$ cat src/rtl/router_fsm_ctrl.sv
// Input-side control sequencer for the 1x3 router: header decode, load/full/parity phases, FIFO write enables.
// Latency: Moore strobes one cycle after the sampled inputs; write_enb decoded from state and latched address only.
// Backpressure: busy stalls the source outside DA/LD; per-port read timeout issues one-cycle soft_reset flush pulses.
module router_fsm_ctrl (
    input  logic       clk,
    input  logic       reset,
    input  logic       packet_valid,
    input  logic [1:0] data_in,
    input  logic       fifo_full,
    input  logic       fifo_empty_0,
    input  logic       fifo_empty_1,
    input  logic       fifo_empty_2,
    input  logic       vld_out_0,
    input  logic       vld_out_1,
    input  logic       vld_out_2,
    input  logic       read_enb_0,
    input  logic       read_enb_1,
    input  logic       read_enb_2,
    input  logic       parity_done,
    input  logic       low_packet_valid,
    output logic       detect_add,
    output logic       lfd_state,
    output logic       ld_state,
    output logic       laf_state,
    output logic       full_state,
    output logic       rst_int_reg,
    output logic       write_enb_reg,
    output logic [2:0] write_enb,
    output logic       busy,
    output logic       soft_reset_0,
    output logic       soft_reset_1,
    output logic       soft_reset_2
);

    // State encoding kept as plain constants so older tools and scripts can match on values.
    localparam logic [2:0] ST_DA  = 3'd0;  // decode address
    localparam logic [2:0] ST_LFD = 3'd1;  // load first data
    localparam logic [2:0] ST_LD  = 3'd2;  // load data
    localparam logic [2:0] ST_FFS = 3'd3;  // fifo full stall
    localparam logic [2:0] ST_LAF = 3'd4;  // load after full
    localparam logic [2:0] ST_LP  = 3'd5;  // load parity
    localparam logic [2:0] ST_CPE = 3'd6;  // check parity error
    localparam logic [2:0] ST_WTE = 3'd7;  // wait till empty

    // A port that has sat valid-but-unread for this many prior cycles gets flushed on the next idle one.
    localparam logic [4:0] TMO_LAST = 5'd29;

    logic [2:0]      state_q, state_d;
    logic [1:0]      addr_q, addr_d;
    logic [2:0][4:0] tmo_cnt_q, tmo_cnt_d;
    logic [2:0]      soft_reset_q, soft_reset_d;

    // Port-indexed views; the spare bit 3 covers the invalid address 3 and is never selected in practice.
    logic [3:0] fifo_empty_v;
    logic [3:0] soft_reset_v;
    logic [2:0] vld_out_v;
    logic [2:0] read_enb_v;
    logic       hdr_ok;
    logic       flush_cur;

    assign fifo_empty_v = {1'b0, fifo_empty_2, fifo_empty_1, fifo_empty_0};
    assign soft_reset_v = {1'b0, soft_reset_q};
    assign vld_out_v    = {vld_out_2, vld_out_1, vld_out_0};
    assign read_enb_v   = {read_enb_2, read_enb_1, read_enb_0};

    // Address 3 has no output port, so such a header is simply ignored.
    assign hdr_ok    = packet_valid && (data_in != 2'd3);
    // A flush of the port we are currently feeding abandons the packet.
    assign flush_cur = soft_reset_v[addr_q];

    // Next-state and address-latch decision.
    always_comb begin
        state_d = state_q;
        addr_d  = addr_q;
        case (state_q)
            ST_DA: begin
                if (hdr_ok) begin
                    addr_d  = data_in;
                    state_d = fifo_empty_v[data_in] ? ST_LFD : ST_WTE;
                end
            end
            ST_LFD: state_d = ST_LD;
            ST_LD: begin
                if (fifo_full) begin
                    state_d = ST_FFS;
                end else if (!packet_valid) begin
                    state_d = ST_LP;
                end
            end
            ST_FFS: begin
                if (!fifo_full) begin
                    state_d = ST_LAF;
                end
            end
            ST_LAF: begin
                if (parity_done) begin
                    state_d = ST_DA;
                end else if (low_packet_valid) begin
                    state_d = ST_LP;
                end else begin
                    state_d = ST_LD;
                end
            end
            ST_LP:  state_d = ST_CPE;
            ST_CPE: state_d = fifo_full ? ST_FFS : ST_DA;
            ST_WTE: begin
                if (fifo_empty_v[addr_q]) begin
                    state_d = ST_LFD;
                end
            end
            default: state_d = ST_DA;
        endcase
        if (flush_cur && (state_q != ST_DA)) begin
            state_d = ST_DA;
        end
    end

    // Per-port read timeout: count idle-valid cycles, fire one flush pulse and restart on the 30th.
    always_comb begin
        tmo_cnt_d    = '0;
        soft_reset_d = '0;
        for (int i = 0; i < 3; i++) begin
            if (vld_out_v[i] && !read_enb_v[i]) begin
                if (tmo_cnt_q[i] == TMO_LAST) begin
                    soft_reset_d[i] = 1'b1;
                end else begin
                    tmo_cnt_d[i] = tmo_cnt_q[i] + 5'd1;
                end
            end
        end
    end

    // Sequencer state and latched destination port.
    always_ff @(posedge clk or posedge reset) begin
        if (reset) begin
            state_q <= ST_DA;
            addr_q  <= 2'd0;
        end else begin
            state_q <= state_d;
            addr_q  <= addr_d;
        end
    end

    // Timeout counters and registered flush pulses.
    always_ff @(posedge clk or posedge reset) begin
        if (reset) begin
            tmo_cnt_q    <= '0;
            soft_reset_q <= '0;
        end else begin
            tmo_cnt_q    <= tmo_cnt_d;
            soft_reset_q <= soft_reset_d;
        end
    end

    // Moore strobes straight from the state register; no input reaches an output combinationally.
    assign detect_add    = (state_q == ST_DA);
    assign lfd_state     = (state_q == ST_LFD);
    assign ld_state      = (state_q == ST_LD);
    assign laf_state     = (state_q == ST_LAF);
    assign full_state    = (state_q == ST_FFS);
    assign rst_int_reg   = (state_q == ST_CPE);
    assign write_enb_reg = (state_q == ST_LD) || (state_q == ST_LAF) || (state_q == ST_LP);
    assign busy          = !((state_q == ST_DA) || (state_q == ST_LD));
    assign write_enb     = write_enb_reg ? (3'b001 << addr_q) : 3'b000;

    assign soft_reset_0 = soft_reset_q[0];
    assign soft_reset_1 = soft_reset_q[1];
    assign soft_reset_2 = soft_reset_q[2];

endmodule

$ cat config.mk
export PLATFORM = sky130hd
export DESIGN_NAME = router_fsm_ctrl
export DESIGN_NICKNAME = d
export VERILOG_FILES = /design/src/rtl/router_fsm_ctrl.sv
export SDC_FILE = /design/constraint.sdc
export NUM_CORES = 1
export LEC_CHECK = 0
export BUFFER_PORTS_ARGS = -buffer_cell sky130_fd_sc_hd__buf_2
export CAP_MARGIN = 20
export CORE_MARGIN = 3
export CORE_UTILIZATION = 55
export CTS_BUF_LIST = sky130_fd_sc_hd__clkbuf_8
export CTS_CLUSTER_DIAMETER = 80
export DETAILED_ROUTE_END_ITERATION = 12
export PLACE_DENSITY = 0.78
export SLEW_MARGIN = 20
export SYNTH_ARGS = -nofsm -noshare
export SYNTH_HDL_FRONTEND = slang
export SYNTH_SLANG_ARGS = --single-unit
$ cat constraint.sdc
create_clock -name clk -period 2.4 [get_ports clk]
set_clock_uncertainty 0.05 [all_clocks]
set_input_delay 0.24 -clock clk [delete_from_list [all_inputs] [get_ports clk]]
set_output_delay 0.24 -clock clk [all_outputs]
set_load 0.02 [all_outputs]
==> flow_summary.ini, run 1 <==
[critical_path]
critical_path_required_ns = 2.11
worst_setup_path_end_kind = output port
cp_max_fo = 12
setup.reg_to_reg.worst_slack_ns = 0.84
worstSetupStartpointType = flop
timing.rr.start = state_q[1]$_DFFE_PP0P_
criticalPathCategory = reg -> out
worstReg2RegEnd = state_q[1]$_DFFE_PP0P_
reg2reg_depth = 4
worst-endpoint-arrival_ns = 1.78

[clock_network]
clock_sinks = 23
root_cell_of_the_clock_tree = clkbuf_8
post_cts.resized_instances = 0
clock_tree.buffer_depth = 2
postCtsSetupBuffers = 0
clk-insertion-delay-late_ns = 0.25
cts_made_buffers = 3
clock_transition_time_at_the_flip_flop_clock_pins_of_the_worst_setup_and_hold_paths_ns = 0.07
h-tree-depth = 1
tritoncts = done
postCtsHoldBufs = 0

[floorplan]
starting_utilization_of_the_core_area_pct = 61.1
placement_rows = 16
die_height_um = 54.1
ios = 31
die_area_um2 = 2920
core_area_um2 = 2080
dieWidth_um = 54.1

[placed_design]
dpl-instance-area_um2 = 1420
finalWeightedCongestion = 0.756
detailed_place_hpwl_mm = 1.84
port-buffer-count = 30

[power]
static-leakage-power_nw = 0.703
power_density_nw_per_um2 = 897
power_mw = 1.31
ir_drop_uv = 690

[drt]
routed_vias_inst = 5.47
drtAntennaViolNets = 0
finalWirelength_mm = 2.34
detailedRoute.firstPassIterationCount = 4
detailroute.via_count = 1017
route.detailed.wl_per_inst_um = 12.6
drt-initial-drc-count = 23
drc_errors = 0

[global_routing]
global_route_wire_length_before_repair_mm = 3.91
grt_util_all_layers_pct = 18.0
via_count_of_the_first_global_routing_pass = 951
antenna_found_initial = 0
grt_max_degree = 24
globalRoute.totalOverflow = 0

[finish]
final_nets = 183
area.growth.synth_to_final_pct = 15.2
total_inserted_antenna_cells = 0
layout_cells_sized_above_1_pct = 23.3
final_common_cell = buf_2
layout_common_cells = buf_2 (30), dfrtp_1 (23), nor2_1 (21)
post-route-cell-area_um2 = 1460

[status]
status = finished, final reports clean

[synth]
yosys-top-cells-area = dfrtp_1 (45%), nor3b_1 (6.5%), nor2_1 (6.2%), ha_1 (5.9%), xor2_1 (4.1%)
syn_nets = 153
synth.cell_area_um2 = 1270
fraction_of_post_synthesis_cell_area_in_the_top_cell_type_by_area_pct = 45.3
ys_seq_elements = 23
synth-seq-area-share_pct = 45.3
netlist_instances = 130
ys_types = 33
postSynthAreaPerCell_um2 = 9.78
synth_warnings = 0
synth_largest_area_cell = dfrtp_1

[timing]
unrepaired_setup_endpoints_after_global_routing = no
final.period_utilization_pct = 86.4
report.final.setup_viol = 0
actual_transition_at_the_worst_max_transition_pin_ns = 0.833
min_period_ns = 2.07
holdWs_ns = 0.0957
achievable_clock_frequency_ghz = 0.482
final_hold_fails = 0
slew_violations = 0
fin_tns_setup_ns = 0
timing.slew.headroom_pct = 44.4

[flow_run]
max-cap-violations = 0

[worst_hold_path]
holdCritPathClass = in -> async
-- metal layers --
| metal | share of wire [%] | global-route usage, % | vias up |
|---|---|---|---|
| met1 | 46 | 22.7 | 481 |
| met2 | 48 | 31.3 | 24 |
| met3 | 4.8 | 2.49 | 4 |
| met5 | 0 | 0 | - |
| met4 | 1.1 | 6.22 | 0 |
| li1 | - | - | 508 |
-- critical path, stage by stage, from the launching register on --
cell     delay (ns)
dfrtp_1        0.50
or2_2          0.39
nor2_1         0.14
a21oi_1        0.10
nor3b_1        0.21
buf_2          0.20
-- metrics by stage --
| stage | cells | setup WS, ns | util, % |
|---|---|---|---|
| after floorplan | 130 | 0.325 | - |
| after global placement | 182 | 0.726 | 68.1 |
| after detailed placement | 182 | 0.647 | 68.1 |
| after CTS | 186 | 0.353 | 70.3 |
| after global routing | 186 | 0.267 | 70.3 |
| final | 186 | 0.327 | 70.3 |
-- how the worst max path moves through the flow --
stage / startpoint / cells after the start / slack, ns / end
final: state_q[0]$_DFFE_PP0P_ / 5 / 0.33 / write_enb[2]
after global routing: state_q[0]$_DFFE_PP0P_ / 5 / 0.27 / write_enb[2]
after CTS: state_q[0]$_DFFE_PP0P_ / 5 / 0.35 / write_enb[2]
after detailed placement: state_q[0]$_DFFE_PP0P_ / 5 / 0.65 / write_enb[2]
after global placement: state_q[0]$_DFFE_PP0P_ / 5 / 0.73 / write_enb[2]
after floorplan: state_q[0]$_DFFE_PP0P_ / 4 / 0.33 / write_enb[1]
-- synth_stat cells --
master	n
nor2b_1	1
a211o_1	1
nand3b_1	3
o221ai_2	1
nor2_4	1
xnor2_1	3
a22oi_1	1
o22a_1	3
o2111ai_1	1
buf_6	1
a211oi_2	1
a211oi_1	2
a21oi_1	4
nand2b_1	1
xor2_1	6
nor2_1	21
mux2i_1	2
buf_4	2
dfrtp_1	23
clkbuf_2	1
a21boi_1	1
ha_1	6
nand4_1	3
o31a_1	2
or2_2	1
nor3b_1	11
nand2_1	6
nor3_1	1
and3_1	1
o21ai_0	4
nand3_1	6
inv_1	8
buf_2	1
-- kinds of logic (layout without fill, tap and decap cells) --
group / count (synthesis) / in the layout / share of synthesized area, %
adder cells (fa/ha/maj): 6 / 6 / 5.91
flip-flops: 23 / 23 / 45.3
XOR/XNOR: 9 / 9 / 6.20
multiplexers: 2 / 2 / 1.57
buffers and inverters: 13 / 42 / 5.22
AND/OR/NAND/NOR: 56 / 56 / 23.3
AO/OA/AOI/OAI: 21 / 21 / 12.5
-- sequential cells by signal, indices dropped and copies added, names as in the netlist --
register / cells
addr_q: 2
soft_reset_q: 3
state_q: 3
tmo_cnt_q: 15
-- report_power, final --
group / leakage (nW) / internal (mW) / switching [mW]
clock network: 0.0269 / 0.114 / 0.108
logic: 0.368 / 0.225 / 0.307
registers: 0.308 / 0.436 / 0.123
total: 0.703 / 0.775 / 0.538
-- cell type report --
type                       instances  area [µm²]
tap                               27        33.8
multi-input combinational         94         629
clock inverter                     1        3.75
timing repair buffer              30         150
fill                             174         618
sequential                        23         576
clock buffer                       3        41.3
inverter                           8        30.0
(Power assumes the default switching activity.)
==> inputs of run 2 (changes only) <==
--- a/config.mk
+++ b/config.mk
@@ -7,2 +7,3 @@
 export LEC_CHECK = 0
+export ABC_AREA = 1
 export BUFFER_PORTS_ARGS = -buffer_cell sky130_fd_sc_hd__buf_2
@@ -14,3 +15,3 @@
 export DETAILED_ROUTE_END_ITERATION = 12
-export PLACE_DENSITY = 0.78
+export PLACE_DENSITY = 0.77
 export SLEW_MARGIN = 20
==> constraint.sdc (replaced) <==
create_clock -name clk -period 2.4 [get_ports clk]
set_clock_uncertainty 0.05 [all_clocks]
set_input_delay 0 -clock clk [delete_from_list [all_inputs] [get_ports clk]]
set_output_delay 0 -clock clk [all_outputs]
set_load 0.02 [all_outputs]
==> run 2 against run 1 <==
Net effect:
- hold slack worse by 0.079 ns
- die area up 4.1%
- utilization up 1.6 points
- setup slack better by 0.45 ns
- critical path depth up 3
- register-to-register slack better by 0.05 ns
- first-iteration DRC count up 8.7%
- global-route usage down 0.15 points
- sequential power down 6.5%
- highest routed layer unchanged
==> flow_summary.ini, run 2 <==
[drt]
detailroute.via_count = 1159
routed_vias_inst = 4.93
drtAntennaViolNets = 0
finalWirelength_mm = 2.53
detailedRoute.firstPassIterationCount = 4
drc_errors = 0
drt-initial-drc-count = 25
route.detailed.wl_per_inst_um = 10.8

[global_routing]
grt_max_degree = 24
via_count_of_the_first_global_routing_pass = 1012
grt_util_all_layers_pct = 17.8
global_route_wire_length_before_repair_mm = 3.93
antenna_found_initial = 0
globalRoute.totalOverflow = 0

[synth]
postSynthAreaPerCell_um2 = 7.96
ys_types = 20
yosys-top-cells-area = dfrtp_1 (43%), nand3_1 (7.9%), nor2_1 (7.3%), nand2_1 (6.8%), inv_1 (6.2%)
synth_largest_area_cell = dfrtp_1
syn_nets = 190
netlist_instances = 167
fraction_of_post_synthesis_cell_area_in_the_top_cell_type_by_area_pct = 43.3
synth.cell_area_um2 = 1330
synth_enable_flop_cells = 0
synth-seq-area-share_pct = 43.3
synthMostInstantiatedCell = nor2_1
ys_async_sr_fraction_pct = 100
synth_warnings = 0
synth.cells.most_frequent = nor2_1 (26), nand2_1 (24), dfrtp_1 (23)
synth_ff_type = dfrtp_1
ys_seq_elements = 23

[timing]
min_period_ns = 1.63
timing.slew.headroom_pct = 45.5
unrepaired_setup_endpoints_after_global_routing = no
report.final.setup_viol = 0
achievable_clock_frequency_ghz = 0.615
final_hold_fails = 0
slew_violations = 0
holdWs_ns = 0.0170
final.period_utilization_pct = 67.8
actual_transition_at_the_worst_max_transition_pin_ns = 0.817
fin_tns_setup_ns = 0
final_critical_path_setup_slack_ns = 0.773

[floorplan]
starting_utilization_of_the_core_area_pct = 59.0
core_area_um2 = 2250
die_height_um = 55.2
dieWidth_um = 55.2
ios = 31
placement_rows = 17
die_area_um2 = 3040

[power]
power_density_nw_per_um2 = 877
static-leakage-power_nw = 0.899
ir_drop_uv = 689
power_mw = 1.42

[clock_network]
clock_transition_time_at_the_flip_flop_clock_pins_of_the_worst_setup_and_hold_paths_ns = 0.08
root_cell_of_the_clock_tree = clkbuf_8
clock_sinks = 23
tritoncts = done
h-tree-depth = 1
clock_tree.buffer_depth = 2
clk-insertion-delay-late_ns = 0.26
cts_made_buffers = 3
post_cts.resized_instances = 0

[critical_path]
cpMaxStageDelayCell = dfrtp_1
worstSetupStartpointType = flop
cp_cell_sequence = nor2_4 > inv_2 > nor2_4 > inv_2 > nand2_2 > inv_2 > nor3_1 > buf_2
timing.rr.start = tmo_cnt_q[11]$_DFF_PP0_
critical_path_required_ns = 2.35
critPathBufInv = 4
worstSetupStartpoint = state_q[0]$_DFFE_PP0P_
timing.critical_path.slowest_cell_delay_ns = 0.49
timing.critical_path.mode_cell = inv_2
worst_setup_path_end_kind = output port
cp_max_fo = 8
criticalPathCategory = reg -> out
worst-endpoint-arrival_ns = 1.58
path_delay_family = flip-flops

[finish]
final_common_cell = buf_2
largest_register_ffs = 15
stdcell_count = 235
layout_common_cells = buf_2 (30), nor2_1 (26), nand2_1 (24)
total_inserted_antenna_cells = 0
registers.top_by_ff_count = tmo_cnt_q
final_nets = 231
area.growth.synth_to_final_pct = 21.8
reg_top3 = tmo_cnt_q x15, soft_reset_q x3, state_q x3
layout_cells_sized_above_1_pct = 24.6
fillerInstances = 169

[flow_run]
max-cap-violations = 0

[placed_design]
detailed_place_hpwl_mm = 2.02
setup_slack_at_placement_ns = 1.02
finalWeightedCongestion = 0.793
numPlacedInstances = 224
port-buffer-count = 30

[worst_hold_path]
hold_path_startpoint = data_in[0]
holdCritPathClass = in -> reg

[status]
status = finished, final reports clean
==> run 2: changes by cell type after synthesis, moves of 5 or more <==
cell,change
inv_1,+14
inv_2,+5
nand2_1,+18
nand3_1,+15
nor2_1,+5
nor3_1,+7
nor3b_1,-11
==> run 2: timing repair <==
item | in CTS | in global routing
endpoints found under the hold margin | 26 | 0
hold buffers | 7 | 0
buffers inserted | 0 | 0
==> run 2: path summary, 6_finish.rpt <==
check	to	slack, ns	depth (start not counted)
max	write_enb[1]	0.77	8
min	addr_q[0]$_DFFE_PP0P_	0.02	3
max reg2reg	soft_reset_q[2]$_DFF_PP0_	0.89	5
min reg2reg	tmo_cnt_q[5]$_DFF_PP0_	0.45	1
max in group asynchronous	state_q[0]$_DFFE_PP0P_	1.39	3
min in group asynchronous	addr_q[1]$_DFFE_PP0P_	0.40	3
==> run 2: kinds of logic (layout without fill, tap and decap cells) <==
family	count (synthesis)	count (layout)	share of synthesized area, %
buffers and inverters	28	68	8.47
AOI/OAI and AO/OA	9	9	3.67
xor gates and xnor gates	9	9	5.93
and+or+nand+nor	92	92	33.0
DFF	23	23	43.3
adders and majority gates	6	6	5.64
==> run 2: tightest hold or removal path, cell delays in order <==
cell and delay, ns:
buf_2 0.11, inv_1 0.07, o21ai_0 0.10
==> run 2: report_power, final <==
| part | switching (mW) | internal, mW | leakage, nW |
|---|---|---|---|
| logic | 0.436 | 0.230 | 0.564 |
| clock network | 0.116 | 0.116 | 0.0255 |
| registers | 0.0877 | 0.434 | 0.310 |
==> run 2: routing by layer <==
metal  vias up  GRT usage [%]  routed length (µm)
met5         -              0                   0
met3         2           2.41                 139
met4         0           6.07                  19
met2        35           32.5                1170
li1        602              -                   -
met1       520           21.4                1200
==> run 2: final cells by class <==
cell class              count  area, µm²  area share (%)
well taps                  28       35.0            2.16
flip-flops and latches     23        576            35.5
clock inverters             1       5.00           0.309
repair buffers             37        220            13.6
inverters                  27        101            6.25
clock buffers               3       41.3            2.55
multi-input cells         116        642            39.6
==> run 2: metrics by stage <==
step / utilization [%] / cell area, µm²
final: 71.9 / 1620
after global routing: 71.9 / 1620
after CTS: 71.9 / 1620
after detailed placement: 66.7 / 1500
after global placement: 66.7 / 1500
after floorplan: - / 1330
==> inputs of run 3 (changes only) <==
CORE_UTILIZATION = 50   (was 55)
PLACE_DENSITY = 0.74   (was 0.77)
clock period = 1.4 ns   (was 2.4 ns; I/O delays follow)
==> run 3 against run 2 <==
Net effect:
- global-route usage fell by 0.53 points
- utilization down 1.2 points
- wire length is 6.6% higher
- sequential cell count is the same
- final cell count increased by 4.7%
- the flow now finishes with violations (negative setup slack)
- final area increased by 9.0%
- critical path type unchanged
- count of clock-buffer cells in the layout is the same
- register-to-register slack worse by 0.91 ns
- highest routed layer is now met3
==> flow_summary.ini, run 3 (synthesized netlist as in run 2, its figures left out) <==
[power]
seqPwrFrac_pct = 31.5
power_density_nw_per_um2 = 1590
ir_drop_uv = 1480
static-leakage-power_nw = 0.942
swShare_pct = 43.7
p_int_mw = 1.58
power_frac_comb_pct = 55.1
power_mw = 2.80
clkPwrFrac_pct = 13.4
power_switching_mw = 1.23

[critical_path]
setup.reg_to_reg.worst_slack_ns = -0.02
worstReg2RegEnd = state_q[0]$_DFFE_PP0P_
cp_max_fo = 3
worstSetupStartpointType = flop
reg2reg_depth = 10
worst-endpoint-arrival_ns = 1.38
criticalPathCategory = reg -> out
worst_setup_path_end_kind = output port
timing.rr.start = state_q[0]$_DFFE_PP0P_
critical_path_required_ns = 1.35

[timing]
report.final.setup_viol = 4
slew_violations = 0
final.period_utilization_pct = 102
achievable_clock_frequency_ghz = 0.699
actual_transition_at_the_worst_max_transition_pin_ns = 0.345
final_hold_fails = 0
final_critical_path_setup_slack_ns = -0.0298
timing.slew.headroom_pct = 76.8
min_period_ns = 1.43
unrepaired_setup_endpoints_after_global_routing = yes
holdWs_ns = 0.000327

[flow_run]
max-cap-violations = 0

[finish]
fillerInstances = 200
layout_cells_sized_above_1_pct = 34.7
layout_common_cells = buf_2 (26), nor2_1 (24), inv_1 (21), nand2_1 (21)
total_inserted_antenna_cells = 0
reg_top3 = tmo_cnt_q x15, soft_reset_q x3, state_q x3
final_nets = 240
area.growth.synth_to_final_pct = 32.7
total_area_of_multi_input_combinational_cells_um2 = 699
combined_flip_flop_and_latch_cell_area_um2 = 581
largest_register_ffs = 15
final_common_cell = buf_2
registers.top_by_ff_count = tmo_cnt_q

[clock_network]
tritoncts = done
h-tree-depth = 1
clk-insertion-delay-late_ns = 0.25
clock_transition_time_at_the_flip_flop_clock_pins_of_the_worst_setup_and_hold_paths_ns = 0.07
cts_made_buffers = 3
clock_sinks = 23
clock_tree.buffer_depth = 2
root_cell_of_the_clock_tree = clkbuf_8

[drt]
routed_vias_inst = 4.89
detailroute.via_count = 1204
drt-initial-drc-count = 36
drc_errors = 0
detailedRoute.firstPassIterationCount = 4
drtAntennaViolNets = 0
finalWirelength_mm = 2.70
route.detailed.wl_per_inst_um = 11.0

[floorplan]
core_area_um2 = 2500
placement_rows = 18
starting_utilization_of_the_core_area_pct = 53.2
dieWidth_um = 57.6
ios = 31
die_height_um = 57.6
die_area_um2 = 3310

[status]
status = complete, but fails checks
failing_checks = negative setup slack

[global_routing]
antenna_found_initial = 0
grt_max_degree = 24
grt_util_all_layers_pct = 17.3
globalRoute.totalOverflow = 0
via_count_of_the_first_global_routing_pass = 1179
global_route_wire_length_before_repair_mm = 4.67

[worst_hold_path]
hold_path_startpoint = data_in[0]
holdPathEnd = addr_q[0]$_DFFE_PP0P_
whs_path_depth = 3
holdCritPathClass = in -> reg

[placed_design]
detailed_place_hpwl_mm = 1.98
finalWeightedCongestion = 0.854
port-buffer-count = 30
==> run 3: changes by cell type in the layout (fill, tap and decap cells not counted), moves of 2 or more <==
| cell | previous run | this run |
|---|---|---|
| nand3_2 | 0 | 2 |
| nor3_1 | 8 | 5 |
| inv_2 | 5 | 7 |
| buf_4 | 0 | 12 |
| nand3_1 | 21 | 19 |
| nor3_2 | 1 | 4 |
| nor2_1 | 26 | 24 |
| nand2_2 | 4 | 6 |
| nand2_1 | 24 | 21 |
| dfrtp_1 | 23 | 19 |
| nor2_4 | 4 | 7 |
| buf_2 | 30 | 26 |
| dfrtp_2 | 0 | 4 |
==> run 3: timing repair <==
item | 4_1_cts | 5_1_grt
endpoints found under the setup margin | 4 | 6
pin swaps | 2 | 3
hold buffers | 7 | 0
buffers inserted | 5 | 1
hold endpoints to repair | 26 | 0
gates resized for setup | 5 | 17
==> run 3: per-layer routing <==
layer | routed length, µm | track usage [%]
met5 | 0 | 0
met4 | 0 | 1.99
met3 | 191 | 3.62
met2 | 1340 | 29.8
met1 | 1170 | 23.1
==> run 3: area by class of cell <==
class | instances | share of cell area (%)
Tap cell | 30 | 2.13
Clock buffer | 3 | 2.34
Inverter | 27 | 5.74
Multi-Input combinational cell | 116 | 39.6
Clock inverter | 1 | 0.213
Sequential cell | 23 | 32.9
Timing Repair Buffer | 46 | 17.1
==> run 3: power groups by stage <==
stage | Sequential (mW) | Clock, mW | Combinational [mW]
after floorplan | 0.859 | 0 | 0.942
after global placement | 0.898 | 0 | 1.18
after detailed placement | 0.904 | 0 | 1.21
after CTS | 0.862 | 0.393 | 1.39
after global routing | 0.892 | 0.425 | 1.71
final | 0.882 | 0.376 | 1.54
==> run 3: worst max-delay path: stages (launching register included) <==
cell	delay [ns]
dfrtp_2	0.43
nor2_4	0.12
inv_2	0.06
nor2_4	0.11
inv_2	0.04
nand2_2	0.06
inv_2	0.05
nor3_2	0.09
buf_4	0.16
==> run 3: metrics by stage <==
step	util [%]	setup TNS, ns	worst slack, ns	area (µm²)	std cells
2_1_floorplan	-	-0.156	-0.0519	1350	167
5_1_grt	70.6	-0.647	-0.137	1770	246
6_report	70.6	-0.106	-0.0298	1770	246
3_3_place_gp	61.8	0	0.101	1540	229
4_1_cts	68.3	-0.117	-0.0437	1710	245
3_5_place_dp	61.8	0	0.0427	1540	229
==> run 3: worst max path at each step <==
stage | slack, ns | cells past startpoint | to | from
finish | -0.03 | 8 | write_enb[0] | state_q[0]$_DFFE_PP0P_
CTS | -0.04 | 8 | write_enb[1] | state_q[2]$_DFFE_PP0P_
global placement | 0.10 | 8 | state_q[2]$_DFFE_PP0P_ | addr_q[0]$_DFFE_PP0P_
global route | -0.14 | 8 | write_enb[0] | state_q[0]$_DFFE_PP0P_
detailed placement | 0.04 | 8 | state_q[1]$_DFFE_PP0P_ | state_q[0]$_DFFE_PP0P_
floorplan | -0.05 | 8 | write_enb[0] | state_q[0]$_DFFE_PP0P_
